[src/rtl/tri_bus_arbiter.sv]
// Round-robin owner sequencer for a shared tri-state bus: registered one-hot
// driver enables, bounded tenure and an all-Z turnaround gap between owners.
module tri_bus_arbiter #(
    parameter int NUM_REQ    = 4,
    parameter int MAX_HOLD   = 4,
    parameter int TURNAROUND = 1
) (
    input  logic                       clk,
    input  logic                       rst_n,
    input  logic [NUM_REQ-1:0]         req,
    input  logic [NUM_REQ-1:0]         last,
    output logic [NUM_REQ-1:0]         gnt,
    output logic [NUM_REQ-1:0]         oe,
    output logic [$clog2(NUM_REQ)-1:0] owner_id,
    output logic                       bus_busy,
    output logic                       bus_z,
    output logic [3:0]                 beat_cnt
);
    localparam int IDW = $clog2(NUM_REQ);
    localparam int IW  = IDW + 1;

    typedef enum logic [1:0] {IDLE, GRANT, TURN} state_t;

    typedef struct packed {
        logic           found;
        logic [IDW-1:0] idx;
    } arb_t;

    state_t             state_q, state_d;
    logic [NUM_REQ-1:0] gnt_q, gnt_d;
    logic [NUM_REQ-1:0] oe_q;
    logic [IDW-1:0]     owner_q, owner_d;
    logic [IDW-1:0]     rr_ptr_q, rr_ptr_d;
    logic               busy_q, busy_d;
    logic [3:0]         beat_q, beat_d;
    logic [1:0]         turn_q, turn_d;

    logic [IDW-1:0]     next_ptr;
    logic [IDW-1:0]     arb_start;
    logic [3:0]         beat_inc;
    logic               release_now;
    logic               do_arb;
    arb_t               arb;

    // First set request at or after start, wrapping with an explicit compare
    // so non-power-of-two requester counts stay in range.
    function automatic arb_t arbitrate(input logic [NUM_REQ-1:0] r,
                                       input logic [IDW-1:0]     start);
        arb_t          res;
        logic [IW-1:0] idx;
        res = '0;
        for (int i = 0; i < NUM_REQ; i++) begin
            idx = {1'b0, start} + IW'(i);
            if (idx >= IW'(NUM_REQ)) begin
                idx = idx - IW'(NUM_REQ);
            end
            if (!res.found && r[idx[IDW-1:0]]) begin
                res.found = 1'b1;
                res.idx   = idx[IDW-1:0];
            end
        end
        return res;
    endfunction

    assign next_ptr  = (owner_q == IDW'(NUM_REQ - 1)) ? '0 : owner_q + IDW'(1);
    assign beat_inc  = beat_q + 4'd1;
    // A release with no turnaround re-arbitrates from the pointer it is about to write.
    assign arb_start = (state_q == GRANT) ? next_ptr : rr_ptr_q;
    assign arb       = arbitrate(req, arb_start);

    always_comb begin
        // NOTE: every signal assigned here gets a default first, so no path
        // through the case can leave one unassigned and infer a latch.
        state_d     = state_q;
        gnt_d       = gnt_q;
        owner_d     = owner_q;
        rr_ptr_d    = rr_ptr_q;
        busy_d      = busy_q;
        beat_d      = beat_q;
        turn_d      = turn_q;
        release_now = 1'b0;
        do_arb      = 1'b0;

        unique case (state_q)
            IDLE: do_arb = 1'b1;
            GRANT: begin
                if (!req[owner_q]) begin
                    release_now = 1'b1;
                end else begin
                    beat_d      = beat_inc;
                    release_now = last[owner_q] || (beat_inc == 4'(MAX_HOLD));
                end
            end
            TURN: begin
                if (turn_q <= 2'd1) begin
                    do_arb = 1'b1;
                end else begin
                    turn_d = turn_q - 2'd1;
                end
            end
            default: state_d = IDLE;
        endcase

        if (release_now) begin
            gnt_d    = '0;
            busy_d   = 1'b0;
            rr_ptr_d = next_ptr;
            if (TURNAROUND > 0) begin
                state_d = TURN;
                turn_d  = 2'(TURNAROUND);
            end else begin
                do_arb = 1'b1;
            end
        end

        if (do_arb) begin
            if (arb.found) begin
                state_d = GRANT;
                gnt_d   = NUM_REQ'(1) << arb.idx;
                owner_d = arb.idx;
                busy_d  = 1'b1;
                beat_d  = '0;
            end else begin
                state_d = IDLE;
            end
        end
    end

    always_ff @(posedge clk or negedge rst_n) begin
        if (!rst_n) begin
            state_q  <= IDLE;
            gnt_q    <= '0;
            oe_q     <= '0;
            owner_q  <= '0;
            rr_ptr_q <= '0;
            busy_q   <= 1'b0;
            beat_q   <= '0;
            turn_q   <= '0;
        end else begin
            // NOTE: non-blocking assignments so every flop samples the
            // pre-edge values regardless of statement order.
            state_q  <= state_d;
            gnt_q    <= gnt_d;
            oe_q     <= gnt_d;
            owner_q  <= owner_d;
            rr_ptr_q <= rr_ptr_d;
            busy_q   <= busy_d;
            beat_q   <= beat_d;
            turn_q   <= turn_d;
        end
    end

    assign gnt      = gnt_q;
    assign oe       = oe_q;
    assign owner_id = owner_q;
    assign bus_busy = busy_q;
    assign bus_z    = ~|oe_q;
    assign beat_cnt = beat_q;

endmodule

[config.mk]
export PLATFORM = sky130hd
export DESIGN_NAME = tri_bus_arbiter
export DESIGN_NICKNAME = d
export VERILOG_FILES = /design/src/rtl/tri_bus_arbiter.sv
export SDC_FILE = /design/constraint.sdc
export NUM_CORES = 1
export LEC_CHECK = 0
export CAP_MARGIN = 40
export CELL_PAD_IN_SITES_DETAIL_PLACEMENT = 0
export CELL_PAD_IN_SITES_GLOBAL_PLACEMENT = 1
export CORE_MARGIN = 3
export CORE_UTILIZATION = 40
export DETAILED_ROUTE_END_ITERATION = 7
export DONT_BUFFER_PORTS = 1
export PLACE_DENSITY = 0.74
export SLEW_MARGIN = 25
export SYNTH_ARGS = -nofsm -noshare
export SYNTH_HDL_FRONTEND = slang
export SYNTH_SLANG_ARGS = --single-unit
[constraint.sdc]
create_clock -name clk -period 2.28 [get_ports clk]
set_clock_uncertainty 0.15 [all_clocks]
set_input_delay 0.228 -clock clk [delete_from_list [all_inputs] [get_ports clk]]
set_output_delay 0.228 -clock clk [all_outputs]
set_load 0.02 [all_outputs]
; Word-level counts from Yosys, hierarchy flattened
; Index checks and enable logic that the tools add are counted.
[totals]
reg_bits = 17
input_bits = 10
out_inout_bits = 16
[classes]
addsub = 10
order_cmp = 10
eq_ne = 6
shift = 1
muxes = 43
reduce_logical = 14
[ops]
columns = operator, count
row1 = $mux 4, 7
row2 = $mux 2, 12
row3 = $lt 2x3->1 const B, 5
row4 = $mux 1, 13
row5 = $bmux 1 s2, 6
row6 = $mux 3, 4
row7 = $sub 2x1->2 const B, 5
row8 = $ge 3x3->1 const B, 3
row9 = $add 2x2->3 const B, 2
row10 = $add 4x1->4 const B, 1
row11 = $eq 2x2->1 const B, 2
row12 = $eq 4x3->1 const B, 1
row13 = $logic_not 1->1, 4
row14 = $reduce_and 2->1, 2
row15 = $reduce_or 4->1, 1
row16 = $shl 1x2->4 const A, 1
row17 = $add 2x1->3 const B, 1
row18 = $ge 2x3->1 const B, 1
row19 = $logic_and 1x1->1, 3
row20 = $ne 3x1->1 const B, 1
row21 = $reduce_or 3->1, 1
row22 = $add 2x1->2 const B, 1
row23 = $eq 2x1->1 const B, 1
row24 = $le 2x1->1 const B, 1
row25 = other kinds (5), 5

; Logic depth before layout (Yosys ltp)
; Gate-level depths: netlist of run 1.
[depth]
depth_word = 20
depth_mapped = 8
depth_no_buf = 7

; Least setup slack after synthesis of run 1
; Ideal clock, no wire load.
[synth_path]
path_kind = register -> register
from = register owner_q[0], in the netlist owner_id[0]
to = register oe_q[0], in the netlist oe[0]
arrival_time_ps = 1710
required_ps = 2008
setup_slack_ps = 298
stages_incl_launch_ff = 7
n_path_buf = 0
cell_sequence = dfrtp_1 -> ha_1 -> nor4b_2 -> a21oi_2 -> a21boi_0 -> o22ai_1 -> a32o_1
[synth_between]
elab_chain_cells = 20
word_cells_on_any_way = 48
cone_classes = 8 x add/sub / 4 x order compare / 1 x eq/ne / 1 x shift / 27 x mux / 7 x reduce/logical
[synth_lines]
columns = item, line_no
row1 = "start, declared", 32  ; logic [IDW-1:0] owner_q, owner_d;
row2 = "start signal, assigned", 145  ; owner_q <= owner_d;
row3 = branches (longest 19 deep; another with $add 2x1->3), -
row4 = $mux 4 (*), 116  ; if (do_arb) begin
row5 = net gnt_d[0], 30  ; logic [NUM_REQ-1:0] gnt_q, gnt_d;
row6 = "end signal, assigned", 144  ; oe_q <= gnt_d;
row7 = "end, declared", 31  ; logic [NUM_REQ-1:0] oe_q;
; Mark *: on every way through the listed nets, which the timed path passes. The select of a mux whose other input is x is not followed.
; A chain may end at the register's enable or synchronous reset.

; Worst setup path after layout of run 1
[layout_path]
from = register owner_q[1], in the netlist owner_id[1]
to = register oe_q[0], in the netlist oe[0]
; Same word-level chain as after synthesis.

==> impl_metrics.py, run 1 <==
metrics = {
    "setup_path": {
        "crit_path_max_incr_delay_ns": 0.48,
        "worst-path-max-fanout": 8,
        "end_kind": "flop",
        "crit_path_cell_trace": "ha_1, nor4b_2, a21oi_2, a21boi_0, o22ai_1, a32o_1",
        "worstPathRequired_ns": 2.32,
        "start_kind": "flop",
        "critical_path_class": "flop to flop",
        "worst_path_max_delay_cell": "dfrtp_1",
        "cp.arrival_ns": 1.98,
        "reg2regPathDepth": 6,
    },
    "sta": {
        "rsz0062_at_grt": "no",
        "max_slew_margin": 0.683,
        "setup_viol": 0,
        "period_share": 0.851,
        "final-hold-violation-count": 0,
        "max_freq_mhz": 515,
        "holdWs_ns": 0.0210,
        "period_needed_ns": 1.94,
        "fin_ws_ns": 0.339,
        "fin_setup_tns_ns": 0,
        "worst_pin_slew_ns": 0.475,
        "drv_slew": 0,
    },
    "synth": {
        "synthAdderAreaFrac": 0.0331,
        "synth_edf_count": 0,
        "synth_ff_type": "dfrtp_1",
        "yosysTopAreaCell": "dfrtp_1",
        "ys_warn_count": 0,
        "async_flop_share": 1.00,
        "synth-simple-area-share": 0.167,
        "syn-cell-area_um2": 1130,
        "synth_seq_cells": 17,
        "synth_top_family_by_area": "compound AO/OA/AOI/OAI gates",
        "avgSynthCellArea_um2": 10.0,
        "ys_top_cells_by_area": "dfrtp_1, mux2_4, mux4_2",
        "synth_cell_types": 47,
        "synth_nets": 126,
        "synth_xor_area_frac": 0.0386,
        "synthCells": 113,
        "synth_compound_area_frac": 0.232,
        "synth_top_area_share": 0.375,
        "synth_mux_area_frac": 0.0971,
        "synth-seq-area-share": 0.375,
    },
    "layout": {
        "syn2layout_area_growth_pct": 9.49,
        "layout-drive-gt1-share": 0.210,
        "antenna_cells": 0,
        "fin_cells": 149,
        "finalInstanceArea_um2": 1240,
        "fillers": 249,
        "final_nets": 133,
    },
    "power": {
        "power.density_nw_per_um2": 1400,
        "p_leak_nw": 0.528,
        "peakVddDrop_mv": 0.709,
    },
    "grt": {
        "grt_pass1_vias": 917,
        "grt_max_degree": 18,
        "grt_pass1_wl_um": 4400,
        "grt.total_usage": 0.166,
        "antenna_found_initial": 0,
        "grt_overflow": 0,
    },
    "drt": {
        "drt-initial-drc-count": 36,
        "drtPass1Iterations": 4,
        "vias": 918,
        "drc": 0,
        "wl_um": 2560,
        "route.met2.wl_um": 1150,
        "wl_met3_um": 233,
        "postRouteAntennaNets": 0,
        "avgViaCountPerCell": 6.16,
        "drt-wirelength-per-cell_um": 17.2,
        "wl_met1_um": 1170,
        "top_layer": "met4",
    },
    "run": {
        "cap_violations": 0,
    },
    "clock_tree": {
        "tritoncts": "done",
        "post_cts_resized": 0,
        "root_buffer": "clkbuf_4",
        "clk_latency_ns": 0.30,
        "cts-hold-fix-buffers": 4,
        "cts_buffer_depth": 2,
        "cts.clk_slew.worst_paths_ns": 0.09,
        "cts_buffers": 3,
        "htree_levels": 1,
        "post-cts-setup-buffers": 0,
        "cts.sinks": 17,
    },
    "die": {
        "die_w_um": 59.2,
        "fp-row-count": 18,
        "die_h_um": 59.2,
        "die-area_um2": 3510,
        "core-area_um2": 2590,
        "initial_core_util": 0.438,
        "io_pins": 26,
    },
    "hold_path": {
        "worstHoldPathCells": 2,
        "hold_class": "primary input to flop",
    },
    "placed_design": {
        "dp.cells": 140,
        "gp_congestion": 0.775,
        "dp_hpwl_um": 1920,
        "post-place-ws_ns": 0.346,
        "post_dp_cell_area_um2": 1160,
        "port_buffers": 0,
    },
    "outcome": {
        "status": "complete, no violations",
    },
}
[area by class of cell]
class	instances	area (um2)	share of cell area
Multi-Input combinational cell	84	643	0.518
Tap cell	30	37.5	0.0302
Timing Repair Buffer	11	96.3	0.0776
Inverter	3	11.3	0.00907
Sequential cell	17	425	0.343
Clock buffer	3	22.5	0.0181
Clock inverter	1	5.00	0.00403
[worst paths after layout]
path | start | end | slack [ns]
setup reg to reg | owner_id[1] | oe[0] | 0.34
hold / removal | req[1] | owner_id[0] | 0.02
max in group asynchronous | rst_n | owner_id[0] | 1.54
setup / recovery | owner_id[1] | oe[0] | 0.34
min in group asynchronous | rst_n | beat_cnt[3] | 0.04
hold reg to reg | turn_q[0] | turn_q[0] | 0.40
[cells in the mapped netlist (2+ instances only)]
master     count
inv_1          2
mux2i_1        2
o31ai_1        2
mux2_4         3
buf_2          3
a32o_1         2
buf_4          4
dfrtp_1       17
o21ai_0        4
a21o_1         2
a31oi_1        2
nor2_1         6
nand2_1        9
nor4_1         2
ha_1           3
a21boi_0       2
xor2_1         4
mux4_2         2
a211oi_1       2
o2bb2ai_1      2
and2_1         2
a21oi_1        5
nand3_1        4
nand2b_1       4
[registers in the layout, summed over array words and instances, names as in the netlist]
| name | count |
|---|---|
| beat_cnt | 4 |
| oe | 4 |
| owner_id | 2 |
| rr_ptr_q | 2 |
| state_q | 2 |
| turn_q | 2 |
| bus_busy | 1 |
[cells in the final DEF, fill, tap and decap left out, types with 3 or more instances in the layout]
cell,count
dfrtp_1,17
nand2_1,9
nor2_1,6
buf_4,6
a21oi_1,5
xor2_1,4
nand2b_1,4
nand3_1,4
o21ai_0,4
dlygate4sd3_1,4
mux2_4,3
ha_1,3
clkbuf_4,3
[critical path: cells and delay by family (launching register included)]
kind	cells	cell delay [ns]
flip-flops	1	0.48
AND/OR/NAND/NOR	1	0.34
adder cells (fa/ha/maj)	1	0.25
AO/OA/AOI/OAI	4	0.62
[power breakdown]
part | leakage [nW] | switching, mW | internal (mW)
logic | 0.297 | 0.535 | 0.445
registers | 0.214 | 0.190 | 0.395
clock network | 0.0177 | 0.101 | 0.0654
[through the flow]
stage	utilization	total power [mW]
3_3_place_gp	0.449	1.55
6_report	0.479	1.73
4_1_cts	0.475	1.74
5_1_grt	0.479	1.87
3_5_place_dp	0.449	1.56
2_1_floorplan	-	1.37
[per-layer routing]
layer | track usage | up-vias
met2 | 0.245 | 35
met3 | 0.0588 | 2
li1 | - | 428
met5 | 0 | -
met1 | 0.230 | 453
met4 | 0.0421 | 0
[logic make-up (layout without fill, tap and decap cells)]
family                   after synthesis  after routing
flip-flops                            17             17
AO/OA/AOI/OAI                         34             34
XOR/XNOR                               5              5
AND/OR/NAND/NOR                       35             35
adder cells (fa/ha/maj)                3              3
multiplexers                           7              7
buffers and inverters                 12             18
No activity file was read; power rests on OpenSTA's default activity.
==> run 2, diff against run 1 <==
SETUP_SLACK_MARGIN = 0.05   (was not set)
==> results of run 2 <==
No change in the layout: final DEF, timing and power equal those of run 1.
